$ cat src/rtl/alu_vector_pkg.sv
// Shared types and constants for the ALU vector player.
// Vector field layout, FSM states and ALU function codes.
package alu_vector_pkg;

   localparam int VEC_W     = 112;
   localparam int F_MSB     = 110;
   localparam int F_LSB     = 108;
   localparam int A_MSB     = 107;
   localparam int A_LSB     = 76;
   localparam int B_MSB     = 75;
   localparam int B_LSB     = 44;
   localparam int Y_MSB     = 43;
   localparam int Y_LSB     = 12;
   localparam int ZERO_BIT  = 8;
   localparam int CARRY_BIT = 4;
   localparam int OVF_BIT   = 0;

   localparam logic [2:0] ALU_AND = 3'b000;
   localparam logic [2:0] ALU_OR  = 3'b001;
   localparam logic [2:0] ALU_ADD = 3'b010;
   localparam logic [2:0] ALU_SUB = 3'b110;
   localparam logic [2:0] ALU_SLT = 3'b111;

   typedef enum logic [2:0] {
      S_IDLE,
      S_FETCH,
      S_WAIT,
      S_APPLY,
      S_SETTLE,
      S_CHECK,
      S_DONE
   } state_t;

endpackage

$ cat src/rtl/alu_vector_player_if.sv
// ROM read bus and ALU drive/sense bus of the vector player.
// master = player side, slave = ROM/ALU side.
interface alu_vector_player_if #(
   parameter int WIDTH  = 32,
   parameter int ADDR_W = 6
);
   import alu_vector_pkg::*;

   logic              vec_rd_en;
   logic [ADDR_W-1:0] vec_addr;
   logic [VEC_W-1:0]  vec_data;
   logic [2:0]        alu_f;
   logic [WIDTH-1:0]  alu_a;
   logic [WIDTH-1:0]  alu_b;
   logic [WIDTH-1:0]  alu_y;
   logic              alu_zero;
   logic              alu_carry;
   logic              alu_overflow;

   modport master (
      output vec_rd_en, vec_addr,
      output alu_f, alu_a, alu_b,
      input  vec_data,
      input  alu_y, alu_zero,
      input  alu_carry, alu_overflow
   );

   modport slave (
      input  vec_rd_en, vec_addr,
      input  alu_f, alu_a, alu_b,
      output vec_data,
      output alu_y, alu_zero,
      output alu_carry, alu_overflow
   );

endinterface

$ cat src/rtl/alu_vector_unpack.sv
// Combinational slicer of a 112-bit test vector.
// Padding bits are dropped.
module alu_vector_unpack
   import alu_vector_pkg::*;
(
   input  logic [VEC_W-1:0] vec,
   output logic [2:0]       f,
   output logic [31:0]      a,
   output logic [31:0]      b,
   output logic [31:0]      exp_y,
   output logic             exp_zero,
   output logic             exp_carry,
   output logic             exp_overflow
);

   logic unused_pad;

   assign f            = vec[F_MSB:F_LSB];
   assign a            = vec[A_MSB:A_LSB];
   assign b            = vec[B_MSB:B_LSB];
   assign exp_y        = vec[Y_MSB:Y_LSB];
   assign exp_zero     = vec[ZERO_BIT];
   assign exp_carry    = vec[CARRY_BIT];
   assign exp_overflow = vec[OVF_BIT];

   assign unused_pad = ^{vec[111], vec[11:9],
                         vec[7:5], vec[3:1]};

endmodule

$ cat src/rtl/alu_vector_player.sv
// Plays ROM test vectors into an ALU and checks its response.
// Counts mismatches and reports each failing index.
module alu_vector_player
   import alu_vector_pkg::*;
#(
   parameter int WIDTH         = 32,
   parameter int NUM_VECTORS   = 32,
   parameter int ADDR_W        = 6,
   parameter int SETTLE_CYCLES = 1,
   localparam int CW = $clog2(NUM_VECTORS + 1)
)(
   input  logic              clk,
   input  logic              rst_n,
   input  logic              start,
   alu_vector_player_if.master bus,
   output logic              busy,
   output logic              done,
   output logic              pass,
   output logic [CW-1:0]     err_count,
   output logic              fail_valid,
   output logic [ADDR_W-1:0] fail_idx
);

   localparam int SW = (SETTLE_CYCLES > 1) ?
                       $clog2(SETTLE_CYCLES) : 1;

   state_t            state;
   state_t            state_nx;
   logic [ADDR_W-1:0] idx;
   logic [VEC_W-1:0]  hold;
   logic [SW-1:0]     cnt;
   logic [2:0]        f_h;
   logic [31:0]       a_h;
   logic [31:0]       b_h;
   logic [31:0]       ey;
   logic              ez;
   logic              ec;
   logic              eo;
   logic              mismatch;
   logic              last;

   alu_vector_unpack u_unpack (
      .vec          (hold),
      .f            (f_h),
      .a            (a_h),
      .b            (b_h),
      .exp_y        (ey),
      .exp_zero     (ez),
      .exp_carry    (ec),
      .exp_overflow (eo)
   );

   // ALU inputs come straight from the holding register
   assign bus.alu_f     = f_h;
   assign bus.alu_a     = WIDTH'(a_h);
   assign bus.alu_b     = WIDTH'(b_h);
   assign bus.vec_addr  = idx;
   assign bus.vec_rd_en = (state == S_FETCH);
   assign busy = (state != S_IDLE) && (state != S_DONE);
   assign done = (state == S_DONE);

   // case equality so X/Z responses count as failures
   assign mismatch = (bus.alu_y        !== WIDTH'(ey)) ||
                     (bus.alu_zero     !== ez) ||
                     (bus.alu_carry    !== ec) ||
                     (bus.alu_overflow !== eo);
   assign last = (idx == ADDR_W'(NUM_VECTORS - 1));

   // state register
   always_ff @(posedge clk or negedge rst_n) begin
      if (!rst_n) state <= S_IDLE;
      else        state <= state_nx;
   end

   // next-state decode
   always_comb begin
      state_nx = state;
      unique case (state)
         S_IDLE:   if (start) state_nx = S_FETCH;
         S_FETCH:  state_nx = S_WAIT;
         S_WAIT:   state_nx = S_APPLY;
         S_APPLY:  state_nx = S_SETTLE;
         S_SETTLE: if (cnt == '0) state_nx = S_CHECK;
         S_CHECK:  state_nx = last ? S_DONE : S_FETCH;
         S_DONE:   state_nx = S_IDLE;
         default:  state_nx = S_IDLE;
      endcase
   end

   // index, vector hold, settle count, error tracking
   always_ff @(posedge clk or negedge rst_n) begin
      if (!rst_n) begin
         idx        <= '0;
         hold       <= '0;
         cnt        <= '0;
         err_count  <= '0;
         pass       <= 1'b0;
         fail_valid <= 1'b0;
         fail_idx   <= '0;
      end else begin
         fail_valid <= 1'b0;
         unique case (state)
            S_IDLE: if (start) begin
               idx       <= '0;
               err_count <= '0;
               pass      <= 1'b0;
            end
            S_WAIT:   hold <= bus.vec_data;
            S_APPLY:  cnt  <= SW'(SETTLE_CYCLES - 1);
            S_SETTLE: if (cnt != '0) cnt <= cnt - SW'(1);
            S_CHECK: begin
               if (mismatch) begin
                  err_count  <= err_count + CW'(1);
                  fail_valid <= 1'b1;
                  fail_idx   <= idx;
               end
               if (!last) idx <= idx + ADDR_W'(1);
            end
            S_DONE:  pass <= (err_count == '0);
            default: ;
         endcase
      end
   end

endmodule

$ cat src/flat_wrapper.sv
// flat-port wrapper written by rule: the top's interface ports become plain ports
module alu_vector_player_flat import alu_vector_pkg::*;
#(
   parameter int WIDTH         = 32,
   parameter int NUM_VECTORS   = 32,
   parameter int ADDR_W        = 6,
   parameter int SETTLE_CYCLES = 1,
   localparam int CW = $clog2(NUM_VECTORS + 1)
)
  (clk, rst_n, start, busy, done, pass, err_count, fail_valid, fail_idx, bus_vec_rd_en, bus_vec_addr, bus_alu_f, bus_alu_a, bus_alu_b, bus_vec_data, bus_alu_y, bus_alu_zero, bus_alu_carry, bus_alu_overflow);
  alu_vector_player_if #(.WIDTH(WIDTH), .ADDR_W(ADDR_W)) bus_i ();
  input  logic clk;
  input  logic rst_n;
  input  logic start;
  output logic busy;
  output logic done;
  output logic pass;
  output logic [CW-1:0] err_count;
  output logic fail_valid;
  output logic [ADDR_W-1:0] fail_idx;
  output wire logic [$bits(bus_i.vec_rd_en)-1:0] bus_vec_rd_en;
  output wire logic [$bits(bus_i.vec_addr)-1:0] bus_vec_addr;
  output wire logic [$bits(bus_i.alu_f)-1:0] bus_alu_f;
  output wire logic [$bits(bus_i.alu_a)-1:0] bus_alu_a;
  output wire logic [$bits(bus_i.alu_b)-1:0] bus_alu_b;
  input wire logic [$bits(bus_i.vec_data)-1:0] bus_vec_data;
  input wire logic [$bits(bus_i.alu_y)-1:0] bus_alu_y;
  input wire logic [$bits(bus_i.alu_zero)-1:0] bus_alu_zero;
  input wire logic [$bits(bus_i.alu_carry)-1:0] bus_alu_carry;
  input wire logic [$bits(bus_i.alu_overflow)-1:0] bus_alu_overflow;
  assign bus_vec_rd_en = bus_i.vec_rd_en;
  assign bus_vec_addr = bus_i.vec_addr;
  assign bus_alu_f = bus_i.alu_f;
  assign bus_alu_a = bus_i.alu_a;
  assign bus_alu_b = bus_i.alu_b;
  assign bus_i.vec_data = bus_vec_data;
  assign bus_i.alu_y = bus_alu_y;
  assign bus_i.alu_zero = bus_alu_zero;
  assign bus_i.alu_carry = bus_alu_carry;
  assign bus_i.alu_overflow = bus_alu_overflow;
  alu_vector_player #(.WIDTH(WIDTH), .NUM_VECTORS(NUM_VECTORS), .ADDR_W(ADDR_W), .SETTLE_CYCLES(SETTLE_CYCLES)) u_core (.clk(clk), .rst_n(rst_n), .start(start), .bus(bus_i), .busy(busy), .done(done), .pass(pass), .err_count(err_count), .fail_valid(fail_valid), .fail_idx(fail_idx));
endmodule
$ cat config.mk
export PLATFORM = sky130hd
export DESIGN_NAME = alu_vector_player_flat
export DESIGN_NICKNAME = d
export VERILOG_FILES = /design/src/rtl/alu_vector_pkg.sv /design/src/rtl/alu_vector_player_if.sv /design/src/rtl/alu_vector_unpack.sv /design/src/rtl/alu_vector_player.sv /design/src/flat_wrapper.sv
export SDC_FILE = /design/constraint.sdc
export NUM_CORES = 1
export LEC_CHECK = 0
export BUFFER_PORTS_ARGS = -buffer_cell sky130_fd_sc_hd__buf_2
export CORE_ASPECT_RATIO = 1.2
export CORE_MARGIN = 8
export CORE_UTILIZATION = 35
export CTS_BUF_LIST = sky130_fd_sc_hd__clkbuf_8
export CTS_CLUSTER_SIZE = 30
export DETAILED_ROUTE_END_ITERATION = 12
export PLACE_DENSITY = 0.69
export SYNTH_ARGS = -nofsm -noshare
export SYNTH_HDL_FRONTEND = slang
export SYNTH_SLANG_ARGS = --single-unit
$ cat constraint.sdc
create_clock -name clk -period 1.7 [get_ports clk]
set_clock_uncertainty 0.05 [all_clocks]
set_input_delay 0.17 -clock clk [delete_from_list [all_inputs] [get_ports clk]]
set_output_delay 0.17 -clock clk [all_outputs]
set_load 0.1 [all_outputs]
# Word level (Yosys, flattened, before mapping)
# Index checks and enable logic that the tools add are counted.
# classes
add_sub_neg,3
n_eq_ne,16
mux,15
n_reduce_logical,15
# ops
cell,n
case inequality test 32 bit,1
case mux 6 bit (2 select lines),2
two-way mux 6 bit,3
case mux 3 bit (6 select lines),1
"adder 6 x 1 -> 6 bit, second input constant",2
"equality test 3 bit, second input constant",3
two-way mux 3 bit,3
"equality test 3 x 2 -> 1 bit, second input constant",2
"equality test 6 x 5 -> 1 bit, second input constant",1
zero test 6 bit,1
"!= test 2 bit, second input constant",3
AND reduction 2 bit,3
AND reduction 3 bit,2
nonzero test 2 bit,3
two-way mux 1 bit,4
case mux 1 bit (2 select lines),2
"equality test 3 x 1 -> 1 bit, second input constant",1
zero test 3 bit,1
logical OR 1 bit,3
"!= test 3 bit, second input constant",1
case inequality test 1 bit,3
nonzero test 3 bit,1
"!= test 2 x 1 -> 1 bit, second input constant",1
logical AND 1 bit,1
"subtractor 1 bit, second input constant",1
# word_totals
reg_bits,135
out_inout_bits,90
wordCells,57

# Logic depth before layout (Yosys ltp)
# Gate-level depths: netlist of the first run.
# depth
depth_word,6
depth_mapped,7
depth_no_buf,6

# Modules after synthesis
# A second synthesis of the first run with hierarchy kept.
# hier_totals
hier_cells,503
area_unflattened_um2,6510.0
# by_module_without_submodules
module,n_inst,cells_each,area_each_um2
alu_vector_player,1,401,5744.3
alu_vector_unpack,1,102,765.7

# Worst setup path before layout of the first run
# No wires, ideal clock.
# synth_path
path_kind,register to output
startpoint,register u_core.state[1]
endpoint,output bus_vec_rd_en
arrival_time_ns,2.685
required_time_ns,1.480
setup_slack_ns,-1.205
path_stages_with_launch,3
cell_sequence,dfrtp_1 > buf_1 > nor3_1
# synth_via
elab_chain_len,1
# synth_rtl
element,line,rtl
"start, declared",alu_vector_player.sv:27,state_t state;
"start signal, assigned",alu_vector_player.sv:72,else state <= state_nx;
equality test 3 x 1 -> 1 bit,alu_vector_player.sv:58,assign bus.vec_rd_en = (state == S_FETCH);
"end, declared",flat_wrapper.sv:21,output wire logic [$bits(bus_i.vec_rd_en)-1:0] bus_vec_rd_en;
# No other way between the ends.

# Worst setup path after layout of the first run
# layout_path
startpoint,register u_core.hold[41]
endpoint,register u_core.fail_idx[5]
# layout_via
elab_chain_len,5
# layout_rtl
element,line,rtl
"start, declared",alu_vector_player.sv:30,logic [VEC_W-1:0] hold;
"start signal, assigned",alu_vector_player.sv:108,S_WAIT: hold <= bus.vec_data;
case inequality test 32 bit,alu_vector_player.sv:63,assign mismatch = (bus.alu_y !== WIDTH'(ey)) ||
logical OR 1 bit,alu_vector_player.sv:63,
logical OR 1 bit,alu_vector_player.sv:64,(bus.alu_zero !== ez) ||
logical OR 1 bit,alu_vector_player.sv:65,(bus.alu_carry !== ec) ||
AND reduction 2 bit (no line),n/a,
"end signal, assigned",alu_vector_player.sv:115,fail_idx <= idx;
"end, declared",alu_vector_player.sv:21,output logic [ADDR_W-1:0] fail_idx
# No other way between the ends.
# A chain may end at the register's enable or synchronous reset.

==> impl_metrics.ini, run 1 <==
[timing]
tightest_slew_ns = 0.5258
setup_viol = 15
slew_violations = 0
rsz0062_at_grt = true
setup_ws_ns = -0.2211
fin_setup_tns_ns = -2.154
hold_viol_final = 0
max_slew_margin_pct = 65.18
max_freq_mhz = 520.5
hold_ws_ns = 0.09746
fin_crit_sh_pct = 113.0
finalCriticalPeriod_ns = 1.921

[setup_path]
rrSetupSlack_ns = -0.22
worstSetupPathType = register to register
rr_worst_depth = 6
startpoint = u_core.hold[41]
cp_slowest_stage_delay_ns = 0.40
crit_slowest_cell = dfrtp_1
endpoint_kind = register
cp_data_required_time_ns = 1.97
crit_path_end = u_core.fail_idx[5]
r2r-end = u_core.fail_idx[5]
r2r-start = u_core.hold[41]
crit_arrival_ns = 2.19
path_cells = xnor2_1 > nand4_1 > nor4_4 > nand3_4 > and2_4 > mux2_4
start_kind = register
path_max_fanout = 5

[clocking]
cts_tree = yes
ctsLongestPathBuffers = 2
clock-sinks = 125
numCtsBuffers = 17
clockRootBuffer = clkbuf_8
htree_levels = 4
path_clk_slew_ns = 0.08
clk_latency_ns = 0.43

[synthesis]
synth_cell_type_count = 38
ys_ff_latch = 125
yosysTopAreaCellShare_pct = 58.37
ys_seq_area_share_pct = 58.37
yosysWarnings = 0
async_flop_share_pct = 100.0
synth.largest_area_cell = dfrtp_1
synth_cells = 379
synth_area_leaders = dfrtp_1, mux2_2, xnor2_1, mux2_4, nand4_1
synth_nets = 532
syn_area_um2 = 5359
avgSynthCellArea_um2 = 14.14
synth-edff-count = 0
synth_ff_type = dfrtp_1

[routing]
wl_um = 17110
drc = 0
avgViaCountPerCell = 4.590
drt_iter0_drc = 149
routedWlPerCell_um = 17.67
vias = 4443
dr.pass1.iters = 4
antenna_left = 0

[floorplanning]
core_um2 = 14960
fp.dieW_um = 129.0
ios = 240
die_h_um = 151.5
num_rows = 49
initial_core_util_pct = 35.82
fp.dieArea_um2 = 19540

[placed_design]
place_hpwl_um = 10930
gp_congestion = 0.7797
placed_cell_area_um2 = 7000
place_inst = 814
portBuffers = 229

[finish]
nNetsFinal = 903
instances_no_fill = 968
drive_gt1_share_pct = 57.74
syn_to_final_growth_pct = 63.81
design_area_um2 = 8778

[global_route]
grt_pass1_wl_um = 26060
overflow = 0
grt_pass1_vias = 5096
antenna_found_initial = 1
gr-usage-all-layers_pct = 17.26
grt_max_degree = 66

[job]
maxCapViolCount = 0

[outcome]
failed_checks = setup timing
status = complete, but fails checks

[hold_path]
hold_class = primary input to register
hold_depth = 4
==> worst min path at each step <==
| stage | startpoint | end | slack, ns |
|---|---|---|---|
| 6_report | start | u_core.state[0] | 0.1 |
| 5_1_grt | start | u_core.state[0] | 0.08 |
| 4_1_cts | start | u_core.state[0] | 0.05 |
| 3_5_place_dp | rst_n | u_core.hold[31] | 0.05 |
| 3_3_place_gp | rst_n | u_core.hold[28] | 0.05 |
| 2_1_floorplan | rst_n | u_core.bus.vec_addr[5] | -0.18 |
==> synth_stat cells (2+ instances only) <==
master	instances
buf_1	2
nor3_1	7
clkbuf_1	2
o21ai_1	2
mux2_4	7
xor2_1	6
mux2_2	102
xnor2_1	33
and2_1	5
nand3_1	7
inv_1	6
nand2_1	13
o211ai_1	3
nand4_1	10
buf_2	10
nand3b_1	2
o21ai_0	6
nor2_1	6
dfrtp_1	125
a21oi_1	4
mux2i_1	2
ha_1	3
==> worst max-delay path, delay by kind of cell, from the launching register on <==
family | cells | cell delay [ns]
simple gates | 4 | 0.89
mux | 1 | 0.30
xor+xnor | 1 | 0.16
flops | 1 | 0.40
==> through the flow <==
stage               setup slack, ns  utilization [%]
global route                -0.3205            58.67
global placement            -0.2280            46.80
detailed placement          -0.2889            46.80
floorplan                   -0.1887                -
finish                      -0.2211            58.68
CTS                         -0.2345            57.16
==> what timing repair did <==
| action | CTS | global route |
|---|---|---|
| pin swaps | 14 | 15 |
| buffers inserted | 8 | 6 |
| cloned | 1 | 4 |
| endpoints found under the setup margin | 17 | 27 |
| hold endpoints to repair | 227 | 0 |
| resized for setup | 10 | 17 |
| hold buffers | 103 | 0 |
==> area by class of cell <==
class                   instances  area (um^2)
well taps                     204        255.2
flip-flops and latches        125         3163
repair buffers                366         2641
diodes                          2        5.005
clock buffers                  18        247.7
inverters                       7        26.28
clock inverters                13        167.7
multi-input cells             233         2272
fillers                      1202         6181
==> metal layers <==
| layer | track usage [%] | wire length (um) |
|---|---|---|
| met1 | 16.72 | 5966 |
| met2 | 31.38 | 9440 |
| met3 | 6.653 | 1212 |
| met4 | 8.652 | 487 |
| met5 | 0 | 0 |
==> cell families (layout without fill, tap and decap cells) <==
kind of cell / Yosys count / in the layout / synth area share [%]
flops: 125 / 125 / 58.37
mux: 111 / 111 / 23.77
simple gates: 61 / 62 / 6.864
xor+xnor: 39 / 39 / 6.374
buf+inv: 22 / 404 / 1.915
compound gates: 18 / 18 / 2.008
fa+ha+maj: 3 / 3 / 0.7005
other cells: 0 / 2 / 0
==> registers in the layout, summed over array words and instances, names as in the netlist <==
signal / count
u_core.bus.vec_addr: 6
u_core.err_count: 6
u_core.fail_idx: 6
u_core.fail_valid: 1
u_core.hold: 102
u_core.pass: 1
u_core.state: 3
==> layout by cell type (no fill, tap or decap), types with 4 or more instances in the layout <==
master | netlist | layout
buf_4 | 0 | 19
buf_6 | 1 | 7
xnor2_1 | 33 | 31
nand4_1 | 10 | 10
clkbuf_8 | 0 | 18
clkbuf_16 | 0 | 4
mux2_4 | 7 | 10
o21ai_0 | 6 | 6
nand2_1 | 13 | 11
dfrtp_2 | 0 | 4
clkinvlp_4 | 0 | 5
xor2_1 | 6 | 6
mux2_2 | 102 | 99
dlygate4sd3_1 | 0 | 103
dfrtp_1 | 125 | 113
nor2_1 | 6 | 5
buf_2 | 10 | 224
buf_12 | 0 | 8
nand3_1 | 7 | 5
nor3_1 | 7 | 6
dfrtp_4 | 0 | 8
inv_1 | 6 | 5
Power of run 1 is not shown: default switching activity piles up to over one toggle a cycle in this logic, so the estimate is an artifact.
==> run 2, diff against run 1 <==
--- a/config.mk
+++ b/config.mk
@@ -7,7 +7,7 @@
 export LEC_CHECK = 0
 export BUFFER_PORTS_ARGS = -buffer_cell sky130_fd_sc_hd__buf_2
 export CORE_ASPECT_RATIO = 1.2
-export CORE_MARGIN = 8
+export CORE_MARGIN = 2
 export CORE_UTILIZATION = 35
 export CTS_BUF_LIST = sky130_fd_sc_hd__clkbuf_8
 export CTS_CLUSTER_SIZE = 30
==> constraint.sdc (replaced) <==
create_clock -name clk -period 1.6 [get_ports clk]
set_clock_uncertainty 0.05 [all_clocks]
set_input_delay 0.16 -clock clk [delete_from_list [all_inputs] [get_ports clk]]
set_output_delay 0.16 -clock clk [all_outputs]
set_load 0.1 [all_outputs]
==> impl_metrics.ini, run 2 (synthesis gave the netlist of run 1 again) <==
[outcome]
status = complete, but fails checks
failed_checks = setup timing

[clocking]
numCtsBuffers = 17
cts_tree = yes
clk_latency_ns = 0.44
ctsLongestPathBuffers = 2
htree_levels = 4
clock-sinks = 125
path_clk_slew_ns = 0.07
clockRootBuffer = clkbuf_8

[setup_path]
cp_slowest_stage_delay_ns = 0.40
path_max_fanout = 9
worst-path-buf-inv = 0
start_kind = register
cp_data_required_time_ns = 1.87
worstSetupPathType = register to register
crit_slowest_cell = dfrtp_1
endpoint_kind = register
crit_arrival_ns = 2.29
crit_family = simple AND/OR/NAND/NOR gates
path_cells = xnor2_1 > nand4_1 > nor4_4 > nand3_2 > and2_4 > mux2_4

[timing]
fin_crit_sh_pct = 126.1
setup_ws_ns = -0.4170
max_freq_mhz = 495.8
slew_violations = 0
finalCriticalPeriod_ns = 2.017
hold_viol_final = 0
hold_ws_ns = 0.07896
rsz0062_at_grt = true
setup_viol = 94
max_slew_margin_pct = 66.20
tightest_slew_ns = 0.5105
fin_setup_tns_ns = -7.583

[placed_design]
place_hpwl_um = 10200
gp_congestion = 0.8326
placed_cell_area_um2 = 7051
dp_slack_ns = -0.3342
portBuffers = 229

[routing]
vias = 4615
routedWlPerCell_um = 18.24
antenna_left = 0
avgViaCountPerCell = 4.695
dr.pass1.iters = 6
wl_um = 17930
drt_iter0_drc = 213
drc = 0

[global_route]
gr-usage-all-layers_pct = 19.46
grt_pass1_vias = 5082
overflow = 0
globalRouteMet2Util_pct = 35.59
globalRouteMet3Util_pct = 6.141
use_met1_pct = 20.13
grt_max_degree = 72
grt_pass1_wl_um = 24390
antenna_found_initial = 1
busiest_layer = met2

[floorplanning]
ios = 240
num_rows = 49
fp.dieW_um = 117.0
die_h_um = 139.5
core_um2 = 14960
initial_core_util_pct = 35.82
fp.dieArea_um2 = 16320

[finish]
final_common_cell = buf_2
drive_gt1_share_pct = 58.10
final_cell_mix = buf_2, dfrtp_1, dlygate4sd3_1
largest_reg_flops = 102
top_register = u_core.hold
nNetsFinal = 918
syn_to_final_growth_pct = 75.37
design_area_um2 = 9398

[job]
maxCapViolCount = 0

[hold_path]
hold_class = primary input to asynchronous set/reset pin
run 2: final timing paths:
| kind | startpoint | end | slack, ns | depth (start not counted) |
|---|---|---|---|---|
| setup / recovery | u_core.hold[40] | u_core.err_count[1] | -0.42 | 6 |
| hold / removal | rst_n | u_core.hold[4] | 0.08 | 2 |
| setup reg to reg | u_core.hold[40] | u_core.err_count[1] | -0.42 | 6 |
| hold reg to reg | u_core.hold[54] | u_core.hold[54] | 0.46 | 1 |
| max in group asynchronous | rst_n | u_core.hold[56] | 0.80 | 3 |
| min in group clk | start | u_core.state[0] | 0.08 | 4 |
run 2: per-stage QoR:
step           instances  util [%]
2_1_floorplan        379         -
3_3_place_gp         819     47.13
3_5_place_dp         819     47.13
4_1_cts              961     58.00
5_1_grt              983     62.82
6_report             983     62.82
run 2: routing by layer:
layer / wire length, um / share of wire (%) / vias to the layer above
met4: 456 / 2.5 / 0
li1: - / - / 2105
met3: 840 / 4.7 / 34
met2: 10060 / 56 / 151
met5: 0 / 0 / -
met1: 6566 / 37 / 2325
run 2: timing repair:
| item | 4_1_cts | 5_1_grt |
|---|---|---|
| resized for setup | 19 | 104 |
| cloned | 2 | 12 |
| hold buffers | 103 | 0 |
| pin swaps | 12 | 18 |
| endpoints found under the hold margin | 227 | 0 |
| setup buffers | 5 | 11 |
| setup endpoints to repair | 35 | 121 |
run 2: area by class of cell:
type / instances / area (um^2)
Antenna cell: 1 / 2.502
Clock buffer: 20 / 275.3
Timing Repair Buffer: 382 / 2955
Sequential cell: 125 / 3164
Clock inverter: 12 / 146.4
Tap cell: 204 / 255.2
Multi-Input combinational cell: 232 / 2569
Fill cell: 1124 / 5562
Inverter: 7 / 30.03
Power of run 2 is left out for the same reason.
